## config.mk

```make
export PLATFORM = sky130hd
export DESIGN_NAME = wb_port_arbiter
export DESIGN_NICKNAME = d
export VERILOG_FILES = /design/src/rtl/wb_port_arbiter.sv
export SDC_FILE = /design/constraint.sdc
export NUM_CORES = 1
export LEC_CHECK = 0
export BUFFER_PORTS_ARGS = -buffer_cell sky130_fd_sc_hd__buf_2
export CAP_MARGIN = 5
export CORE_MARGIN = 5
export CORE_UTILIZATION = 30
export CTS_BUF_LIST = sky130_fd_sc_hd__clkbuf_2 sky130_fd_sc_hd__clkbuf_4 sky130_fd_sc_hd__clkbuf_8
export DETAILED_ROUTE_END_ITERATION = 16
export PLACE_DENSITY = 0.59
export SLEW_MARGIN = 25
export SYNTH_ARGS = -nofsm -noshare
export SYNTH_HDL_FRONTEND = slang
export SYNTH_SLANG_ARGS = --single-unit
```

## constraint.sdc

```tcl
create_clock -name clk -period 2.7 [get_ports clk]
set_input_delay 0.54 -clock clk [delete_from_list [all_inputs] [get_ports clk]]
set_output_delay 0.54 -clock clk [all_outputs]
set_load 0.05 [all_outputs]
```

## src/rtl/wb_port_arbiter.sv

```systemverilog
// Register-file write-port arbiter: pipeline writeback vs multi-cycle unit.
// Optional statistics counters are enabled by defining WB_ARB_STATS_EN.
module wb_port_arbiter #(
  parameter int DWIDTH       = 32,
  parameter int RWIDTH       = 5,
  parameter int STARVE_LIMIT = 4,
  parameter int CWIDTH       = 16
) (
  input  logic              clk,
  input  logic              reset,
  input  logic              pipe_valid_i,
  output logic              pipe_ready_o,
  input  logic [RWIDTH-1:0] pipe_rd_i,
  input  logic [DWIDTH-1:0] pipe_data_i,
  input  logic              mcu_valid_i,
  output logic              mcu_ready_o,
  input  logic [RWIDTH-1:0] mcu_rd_i,
  input  logic [DWIDTH-1:0] mcu_data_i,
  output logic              rf_we_o,
  output logic [RWIDTH-1:0] rf_rd_o,
  output logic [DWIDTH-1:0] rf_data_o,
  output logic              starve_stall_o
`ifdef WB_ARB_STATS_EN
  ,
  output logic [CWIDTH-1:0] pipe_grants_o,
  output logic [CWIDTH-1:0] mcu_grants_o,
  output logic [CWIDTH-1:0] stall_cycles_o
`endif
);

  localparam int SW = $clog2(STARVE_LIMIT + 1);
  localparam logic [SW-1:0] LAST = SW'(STARVE_LIMIT - 1);

  typedef enum logic {ARB, FORCE} state_t;

  state_t            r_state;
  logic [SW-1:0]     r_cnt;
  logic              r_we;
  logic [RWIDTH-1:0] r_rd;
  logic [DWIDTH-1:0] r_data;

  logic w_coll;
  logic w_pipe_xfer;
  logic w_mcu_xfer;
  logic w_mcu_blocked;

  assign w_coll = pipe_valid_i && mcu_valid_i
                  && (pipe_rd_i == mcu_rd_i);

  always_comb begin
    pipe_ready_o = 1'b0;
    mcu_ready_o  = 1'b0;
    unique case (r_state)
      ARB: begin
        pipe_ready_o = 1'b1;
        mcu_ready_o  = mcu_valid_i && (!pipe_valid_i || w_coll);
      end
      FORCE: begin
        mcu_ready_o = 1'b1;
      end
      default: ;
    endcase
  end

  assign w_pipe_xfer   = pipe_valid_i && pipe_ready_o;
  assign w_mcu_xfer    = mcu_valid_i && mcu_ready_o;
  assign w_mcu_blocked = mcu_valid_i && !mcu_ready_o;

  always_ff @(posedge clk or posedge reset) begin
    if (reset) begin
      r_state <= ARB;
      r_cnt   <= '0;
    end else if (r_state == FORCE) begin
      r_state <= ARB;
      r_cnt   <= '0;
    end else if (w_mcu_blocked) begin
      if (r_cnt == LAST) begin
        r_state <= FORCE;
        r_cnt   <= '0;
      end else begin
        r_cnt <= r_cnt + 1'b1;
      end
    end else begin
      r_cnt <= '0;
    end
  end

  // A collision retires the MCU result but only the pipeline value is written
  always_ff @(posedge clk or posedge reset) begin
    if (reset) begin
      r_we   <= 1'b0;
      r_rd   <= '0;
      r_data <= '0;
    end else begin
      r_we <= 1'b0;
      if (w_pipe_xfer) begin
        if (pipe_rd_i != '0) begin
          r_we   <= 1'b1;
          r_rd   <= pipe_rd_i;
          r_data <= pipe_data_i;
        end
      end else if (w_mcu_xfer && mcu_rd_i != '0) begin
        r_we   <= 1'b1;
        r_rd   <= mcu_rd_i;
        r_data <= mcu_data_i;
      end
    end
  end

  assign rf_we_o        = r_we;
  assign rf_rd_o        = r_rd;
  assign rf_data_o      = r_data;
  assign starve_stall_o = (r_state == FORCE);

`ifdef WB_ARB_STATS_EN
  logic [CWIDTH-1:0] r_pg;
  logic [CWIDTH-1:0] r_mg;
  logic [CWIDTH-1:0] r_sc;

  always_ff @(posedge clk or posedge reset) begin
    if (reset) begin
      r_pg <= '0;
      r_mg <= '0;
      r_sc <= '0;
    end else begin
      if (w_pipe_xfer && r_pg != '1) r_pg <= r_pg + 1'b1;
      if (w_mcu_xfer && r_mg != '1) r_mg <= r_mg + 1'b1;
      if (r_state == FORCE && r_sc != '1) r_sc <= r_sc + 1'b1;
    end
  end

  assign pipe_grants_o  = r_pg;
  assign mcu_grants_o   = r_mg;
  assign stall_cycles_o = r_sc;
`endif

endmodule

```

==> impl_metrics.tcl, run 1 <==
set metrics [dict create \
    grt_overflow 0 \
    coreArea_sq_um 7292 \
    end_kind "primary output" \
    max_freq_mhz 447.5 \
    synth_top_family_by_area "multiplexers" \
    p_int_w 0.001203 \
    dieArea_sq_um 9382 \
    maxSlewViolCount 0 \
    drt-initial-drc-count 20 \
    drv_cap 0 \
    swShare_pct 34.74 \
    ys_ff_latch 42 \
    ff2ff_path_depth 4 \
    start_kind "primary input" \
    dieWidth_um 96.86 \
    gr-usage-all-layers_pct 11.17 \
    hold_slack_ps 428.3 \
    post-route-period-util_pct 82.77 \
    place_hpwl_mm 4.117 \
    drc_errors 0 \
    rsz0062_at_grt "false" \
    max_slew_margin_pct 40.72 \
    grt_pass1_wl_mm 8.618 \
    r2r_end "rf_data_o[2]$_DFFE_PP0P_" \
    clkSinkCount 42 \
    status "finished, final reports clean" \
    clock_path_buffers 2 \
    start_util_pct 31.04 \
    cts_htree_levels 2 \
    synth_compound_area_share_pct 1.935 \
    syn_avg_cell_area_sq_um 14.79 \
    stdcell_count 373 \
    powerDensity_nw_per_um2 605.5 \
    synth_cell_types 28 \
    p_seq_share_pct 39.6 \
    finalSetupTns_ps 0 \
    synth_ff_type "dfrtp_1" \
    clockRootBuffer "clkbuf_8" \
    power_frac_comb_pct 32.4 \
    synth-edff-count 0 \
    cts_buffers 5 \
    num_vias 1622 \
    min_path_type "primary input to asynchronous set/reset pin" \
    synth_simple_gate_area_share_pct 4.201 \
    path_clk_slew_ps 90 \
    skew_ps 7.627 \
    power_frac_clock_pct 28.0 \
    die_h_um 96.86 \
    ir_worst_vdd_mv 0.2923 \
    fin_util_pct 41.75 \
    wl_per_cell_um 14.13 \
    cts_resized 0 \
    ios 119 \
    syn-num-nets 232 \
    layout.nets 352 \
    firstDrtPassIters 2 \
    synth_fa_ha_area_share_pct 0.5528 \
    muxShareOfSynthArea_pct 40.63 \
    crit_type "primary input to primary output" \
    antenna_found_initial 0 \
    hold_violations 0 \
    grt_pass1_vias 1835 \
    yosys_warnings 0 \
    crit_required_ps 2160 \
    seq_area_frac_synth_pct 46.43 \
    cp.arrival_ps 1690 \
    worst-path-max-fanout 4 \
    grt_max_degree 43 \
    place_congestion 0.7357 \
    vias_per_cell 4.349 \
    placedCellCount 365 \
    reg2reg_slack_ps 890 \
    synthArstFlopShare_pct 100.0 \
    clk_latency_ps 290 \
    synth_area_sq_um 2263 \
    area_growth_pct 34.49 \
    tightest_slew_ps 887.9 \
    routed_wl_mm 5.270 \
    postCtsHoldBufs 0 \
    io_buffer_count 118 \
    layout_common_cells "buf_2, mux2_2, dfrtp_1" \
    ant_nets 0 \
    final_common_cell "buf_2" \
    fin_crit_ps 2235 \
    setup_viol 0 \
    diodes 0 \
    r2r-start "starve_stall_o$_DFF_PP0_" \
    drive_gt1_share_pct 74.82 \
    synthXorXnorAreaFrac_pct 1.935 \
    num_rows 31 \
    netlist_instances 153 \
    cts_setup_buffers 0 \
    power.leakage_nw 1.542 \
    power_switching_w 0.0006402 \
    cts_tree "done" \
]
per-stage QoR:
step	setup slack [ps]	total power (W)	area, sq um
floorplan	219.6	0.001188	2263
global placement	451.9	0.001341	2927
detailed placement	469.9	0.001348	2927
CTS	464.2	0.001875	3044
global route	344.7	0.001932	3044
finish	465.2	0.001843	3044
synthesized netlist by cell type, types with 2 or more instances:
library cell   n  share of area [%]
nor2b_1        2               0.55
xnor2_1        2               0.77
mux2_2        43                 21
nand2_1        2               0.33
clkbuf_1       4               0.66
mux2_4        29                 19
dfrtp_1       42                 46
xor2_1         3                1.2
nand3_1        2               0.44
inv_1          2               0.33
nor2_1         2               0.33
nor3b_1        2               0.66
buf_12         3                2.7
logic make-up after synthesis:
kind of cell,count (synthesis)
buffers and inverters,11
flip-flops,42
XOR/XNOR,5
AND/OR/NAND/NOR,16
AO/OA/AOI/OAI,6
adder cells (fa/ha/maj),1
multiplexers,72
how the worst max path moves through the flow:
| stage | start | end | slack [ps] | cells past startpoint |
|---|---|---|---|---|
| 6_report | pipe_rd_i[1] | mcu_ready_o | 470 | 6 |
| 5_1_grt | pipe_rd_i[1] | mcu_ready_o | 340 | 6 |
| 4_1_cts | pipe_rd_i[1] | mcu_ready_o | 460 | 6 |
| 3_5_place_dp | pipe_rd_i[1] | mcu_ready_o | 470 | 6 |
| 3_3_place_gp | pipe_rd_i[1] | mcu_ready_o | 450 | 6 |
| 2_1_floorplan | starve_stall_o$_DFF_PP0_ | mcu_ready_o | 220 | 4 |
layout make-up:
| cell class | count | area (sq um) |
|---|---|---|
| clock inverters | 3 | 48.80 |
| multi-input cells | 100 | 1124 |
| flip-flops and latches | 42 | 1051 |
| inverters | 2 | 7.507 |
| fillers | 718 | 4248 |
| repair buffers | 122 | 620.6 |
| clock buffers | 5 | 68.82 |
| well taps | 99 | 123.9 |
critical path: stages:
cell and delay [ps]:
buf_2 120, xor2_1 160, nor3_1 260, nand3_1 180
a21oi_1 170, buf_2 270
sequential cells by signal (all words and copies together), names as in the netlist:
register,cells
rf_we_o,1
rf_rd_o,5
starve_stall_o,1
r_cnt,3
rf_data_o,32
power by group through the flow:
| stage | clock (W) | sequential [W] | combinational [W] |
|---|---|---|---|
| after detailed placement | 0 | 0.000742 | 0.000606 |
| after floorplan | 0 | 0.000978 | 0.000210 |
| final | 0.000516 | 0.000731 | 0.000597 |
| after global placement | 0 | 0.000744 | 0.000598 |
| after CTS | 0.000536 | 0.000732 | 0.000607 |
| after global routing | 0.000558 | 0.000741 | 0.000633 |
metal layers:
metal  vias up  global-route usage (%)  part of all wire, %
li1        790                       -                    -
met1       765                   12.63                   41
met2        62                   19.59                   49
met3         5                   4.388                  9.1
met4         0                   2.916                 0.80
met5         -                       0                    0
No activity file was read; power rests on OpenSTA's default activity.
==> run 2, diff against run 1 <==
==> constraint.sdc (replaced) <==
create_clock -name clk -period 2.3 [get_ports clk]
set_input_delay 0.46 -clock clk [delete_from_list [all_inputs] [get_ports clk]]
set_output_delay 0.46 -clock clk [all_outputs]
set_load 0.05 [all_outputs]
==> run 2 against run 1 <==
  * Clock power rose by 8.9%
  * Utilization increased by 0.31 points
  * Combinational power rose by 18%
  * Worst hold slack worse by 190 ps
  * Power increased by 15%
  * Via count increased by 0.92%
  * Worst setup slack worse by 250 ps
  * Non-clock buffer count up 2
  * Critical path depth did not move
  * Global-route usage down 0.079 points
  * Critical path type unchanged
  * Critical endpoint unchanged
  * Highest routed layer unchanged
==> impl_metrics.tcl, run 2 (synthesis results as in run 1) <==
set metrics [dict create \
    status "finished, final reports clean" \
    firstDrtPassIters 4 \
    layout_common_cells "buf_2, mux2_2, dfrtp_1" \
    cts_tree "done" \
    placedCellCount 367 \
    gr-usage-all-layers_pct 11.09 \
    cts_buffers 5 \
    powerDensity_nw_per_um2 693.6 \
    cts_resized 0 \
    area_growth_pct 35.49 \
    ir_worst_vdd_mv 0.3373 \
    worst-path-max-fanout 4 \
    grt_pass1_vias 1737 \
    antenna_found_initial 0 \
    drc_errors 0 \
    final_common_cell "buf_2" \
    place_hpwl_mm 4.104 \
    power.leakage_nw 1.559 \
    max_freq_mhz 480.4 \
    hold_violations 0 \
    cts_htree_levels 2 \
    rsz0062_at_grt "false" \
    crit_type "primary input to primary output" \
    max_slew_margin_pct 59.62 \
    cp.arrival_ps 1620 \
    clock_path_buffers 2 \
    end_kind "primary output" \
    routed_wl_mm 5.265 \
    layout.nets 354 \
    io_buffer_count 118 \
    coreArea_sq_um 7292 \
    start_kind "primary input" \
    wl_per_cell_um 14.04 \
    clkSinkCount 42 \
    tightest_slew_ps 604.9 \
    finalSetupTns_ps 0 \
    clockRootBuffer "clkbuf_8" \
    drive_gt1_share_pct 75.36 \
    dieWidth_um 96.86 \
    drv_cap 0 \
    grt_overflow 0 \
    ant_nets 0 \
    grt_max_degree 29 \
    clk_latency_ps 280 \
    post-route-period-util_pct 90.50 \
    dieArea_sq_um 9382 \
    place_congestion 0.7640 \
    ios 119 \
    largest_reg_flops 32 \
    grt_pass1_wl_mm 8.562 \
    drt-initial-drc-count 48 \
    cts_setup_buffers 0 \
    num_rows 31 \
    postCtsHoldBufs 0 \
    crit_required_ps 1840 \
    die_h_um 96.86 \
    fin_crit_ps 2081 \
    fin_util_pct 42.06 \
    stdcell_count 375 \
    setup_viol 0 \
    vias_per_cell 4.365 \
    min_path_type "primary input to asynchronous set/reset pin" \
    start_util_pct 31.04 \
    skew_ps 5.818 \
    path_clk_slew_ps 80 \
    num_vias 1637 \
    maxSlewViolCount 0 \
    diodes 0 \
]
-- run 2: stage by stage --
step	total power, W	instance area (sq um)	setup slack (ps)	hold WS (ps)
floorplan	0.001396	2267	159.9	497.9
CTS	0.002178	3067	206.3	245.5
global placement	0.001580	2958	192.2	486.7
global route	0.002246	3067	101.1	286.0
detailed placement	0.001587	2958	184.7	485.7
finish	0.002127	3067	218.5	238.1
-- run 2: critical path: stages --
cell,delay (ps)
buf_2,120
xor2_1,150
nor3_1,250
nand3_1,200
a21oi_2,170
buf_2,270
-- run 2: power by group --
| part | switching, W | total (W) | internal [W] |
|---|---|---|---|
| logic | 0.000438 | 0.000707 | 0.000269 |
| clock network | 0.000243 | 0.000562 | 0.000320 |
| registers | 0.0000403 | 0.000857 | 0.000817 |
-- run 2: routing by layer --
metal  vias to the layer above  wire, um  track usage, %
li1                        794         -               -
met1                       775      2340           14.04
met2                        66      2494           17.78
met3                         2       406           4.388
met4                         0        23           2.592
met5                         -         0               0
-- run 2: final timing paths --
kind	from	end	slack, ps	depth (start not counted)
max in group asynchronous	reset	rf_data_o[14]$_DFFE_PP0P_	1510	3
worst max register to register	starve_stall_o$_DFF_PP0_	rf_data_o[12]$_DFFE_PP0P_	620	4
min in group clk	pipe_rd_i[3]	rf_rd_o[3]$_DFFE_PP0P_	460	2
worst max-delay path	pipe_rd_i[1]	mcu_ready_o	220	6
worst min-delay path	reset	rf_data_o[5]$_DFFE_PP0P_	240	2
worst min register to register	rf_data_o[13]$_DFFE_PP0P_	rf_data_o[13]$_DFFE_PP0P_	500	1
-- run 2: final cells by class --
type                            instances  area, sq um
Timing Repair Buffer                  124        648.1
Clock inverter                          3        40.04
Inverter                                2        7.507
Tap cell                               99        123.9
Fill cell                             746         4225
Sequential cell                        42         1051
Clock buffer                            5        68.82
Multi-Input combinational cell        100         1127
==> run 3, diff against run 2 <==
--- a/config.mk
+++ b/config.mk
@@ -7,11 +7,10 @@
 export LEC_CHECK = 0
 export BUFFER_PORTS_ARGS = -buffer_cell sky130_fd_sc_hd__buf_2
 export CAP_MARGIN = 5
-export CORE_MARGIN = 5
-export CORE_UTILIZATION = 30
+export CORE_UTILIZATION = 45
 export CTS_BUF_LIST = sky130_fd_sc_hd__clkbuf_2 sky130_fd_sc_hd__clkbuf_4 sky130_fd_sc_hd__clkbuf_8
 export DETAILED_ROUTE_END_ITERATION = 16
-export PLACE_DENSITY = 0.59
+export PLACE_DENSITY = 0.82
 export SLEW_MARGIN = 25
 export SYNTH_ARGS = -nofsm -noshare
 export SYNTH_HDL_FRONTEND = slang
==> constraint.sdc (replaced) <==
create_clock -name clk -period 2.3 [get_ports clk]
set_input_delay 0.69 -clock clk [delete_from_list [all_inputs] [get_ports clk]]
set_output_delay 0.69 -clock clk [all_outputs]
set_load 0.05 [all_outputs]
==> run 3 against run 2 <==
  * The flow now finishes with violations (negative setup slack)
  * Final area is 4.0% higher
  * Wire length is 8.1% lower
  * Worst setup slack worse by 240 ps
  * Non-clock buffer count is 7 higher
  * Critical path type unchanged
  * Critical endpoint unchanged
  * Largest power group unchanged
  * Highest routed layer unchanged
==> impl_metrics.tcl, run 3 (synthesis results as in run 1) <==
set metrics [dict create \
    powerDensity_nw_per_um2 715.7 \
    end_kind "primary output" \
    top_layer "met4" \
    die_h_um 72.92 \
    tightest_slew_ps 804.5 \
    fin_util_pct 66.61 \
    placedCellCount 341 \
    gr-usage-all-layers_pct 20.20 \
    crit_required_ps 1610 \
    grt_pass1_vias 1776 \
    routed_wl_mm 4.838 \
    drv_cap 0 \
    wl_per_cell_um 13.82 \
    dieWidth_um 72.92 \
    fin_crit_ps 2318 \
    clock_path_buffers 2 \
    finalSetupTns_ps -18.31 \
    power.leakage_nw 1.625 \
    worst-path-max-fanout 2 \
    grt_pass1_wl_mm 8.079 \
    reg2reg_slack_ps 490 \
    wl_met3_um 345 \
    postCtsHoldBufs 0 \
    min_path_type "primary input to asynchronous set/reset pin" \
    ff2ff_path_depth 4 \
    stdcell_count 350 \
    io_buffer_count 118 \
    rsz0062_at_grt "true" \
    crit_path_top_delay_cell "nor3_2" \
    clk_latency_ps 290 \
    clockRootBuffer "clkbuf_8" \
    power.total_w 0.002282 \
    ios 119 \
    layout.nets 361 \
    layout_common_cells "buf_2, mux2_2, dfrtp_1" \
    crit_family "simple AND/OR/NAND/NOR gates" \
    dr_wl_met2_mm 2.282 \
    cts_tree "done" \
    max_slew_margin_pct 46.03 \
    path_cells "buf_6, xor2_1, nor3_2, nand3_2, a21oi_4, buf_6" \
    clkSinkCount 42 \
    final.setup.worst_slack_ps -18.31 \
    start_util_pct 47.29 \
    cp.arrival_ps 1630 \
    coreArea_sq_um 4786 \
    violations "negative setup slack" \
    ant_nets 0 \
    drt-met1-wl_mm 2.146 \
    r2r_end "rf_data_o[25]$_DFFE_PP0P_" \
    crit_top_cell "buf_6" \
    largest_reg_flops 32 \
    dieArea_sq_um 5317 \
    grt_overflow 0 \
    start_kind "primary input" \
    cpPeakStageDelay_ps 240 \
    grt_max_degree 25 \
    hold_violations 0 \
    drive_gt1_share_pct 76.33 \
    final_common_cell "buf_2" \
    drc_errors 0 \
    maxSlewViolCount 0 \
    path_clk_slew_ps 80 \
    crit_buf_inv 2 \
    cts_htree_levels 2 \
    antenna_found_initial 0 \
    setup_viol 1 \
    post-route-period-util_pct 100.8 \
    drt-initial-drc-count 60 \
    firstDrtPassIters 4 \
    crit_type "primary input to primary output" \
    place_hpwl_mm 3.673 \
    skew_ps 4.593 \
    diodes 0 \
    area_growth_pct 40.85 \
    place_congestion 0.8276 \
    cts_buffers 5 \
    num_rows 25 \
    status "finished, violations left" \
    hold_slack_ps 444.1 \
    max_freq_mhz 431.3 \
    r2r-start "starve_stall_o$_DFF_PP0_" \
    ir_worst_vdd_mv 0.4118 \
    vias_per_cell 4.863 \
    worst-path-stages 6 \
    num_vias 1702 \
]
## run 3: per-layer routing
layer	global-route usage, %	vias up
met4	6.318	0
met2	33.85	106
li1	-	813
met1	26.28	775
met3	4.282	8
met5	0	-
## run 3: timing repair
| action | 4_1_cts | 5_1_grt |
|---|---|---|
| pin swaps | 4 | 0 |
| hold endpoints to repair | 0 | 0 |
| gates resized for setup | 7 | 0 |
| endpoints found under the setup margin | 1 | 1 |
| buffers inserted | 1 | 0 |
## run 3: area by class of cell
class	instances	area, sq um
fillers	356	1598
multi-input cells	100	1145
flip-flops and latches	42	1051
repair buffers	131	763.2
well taps	67	83.83
clock buffers	5	68.82
clock inverters	3	68.82
inverters	2	7.507
## run 3: how the worst max path moves through the flow
| stage | start | endpoint | slack, ps |
|---|---|---|---|
| 2_1_floorplan | pipe_rd_i[1] | mcu_ready_o | 6 |
| 3_3_place_gp | pipe_rd_i[3] | mcu_ready_o | -160 |
| 3_5_place_dp | pipe_rd_i[1] | mcu_ready_o | -240 |
| 4_1_cts | pipe_rd_i[4] | mcu_ready_o | -20 |
| 5_1_grt | pipe_rd_i[4] | mcu_ready_o | -60 |
| 6_report | pipe_rd_i[4] | mcu_ready_o | -20 |
## run 3: per-stage QoR
step / cell area [sq um] / worst slack [ps]
after global placement: 3008 / -164.9
final: 3188 / -18.31
after detailed placement: 3008 / -241.3
after floorplan: 2276 / 5.822
after CTS: 3188 / -21.95
after global routing: 3188 / -62.26
## run 3: power breakdown
group          internal [W]  switching, W
logic              0.000290      0.000443
clock network      0.000435      0.000255
registers          0.000817     0.0000418
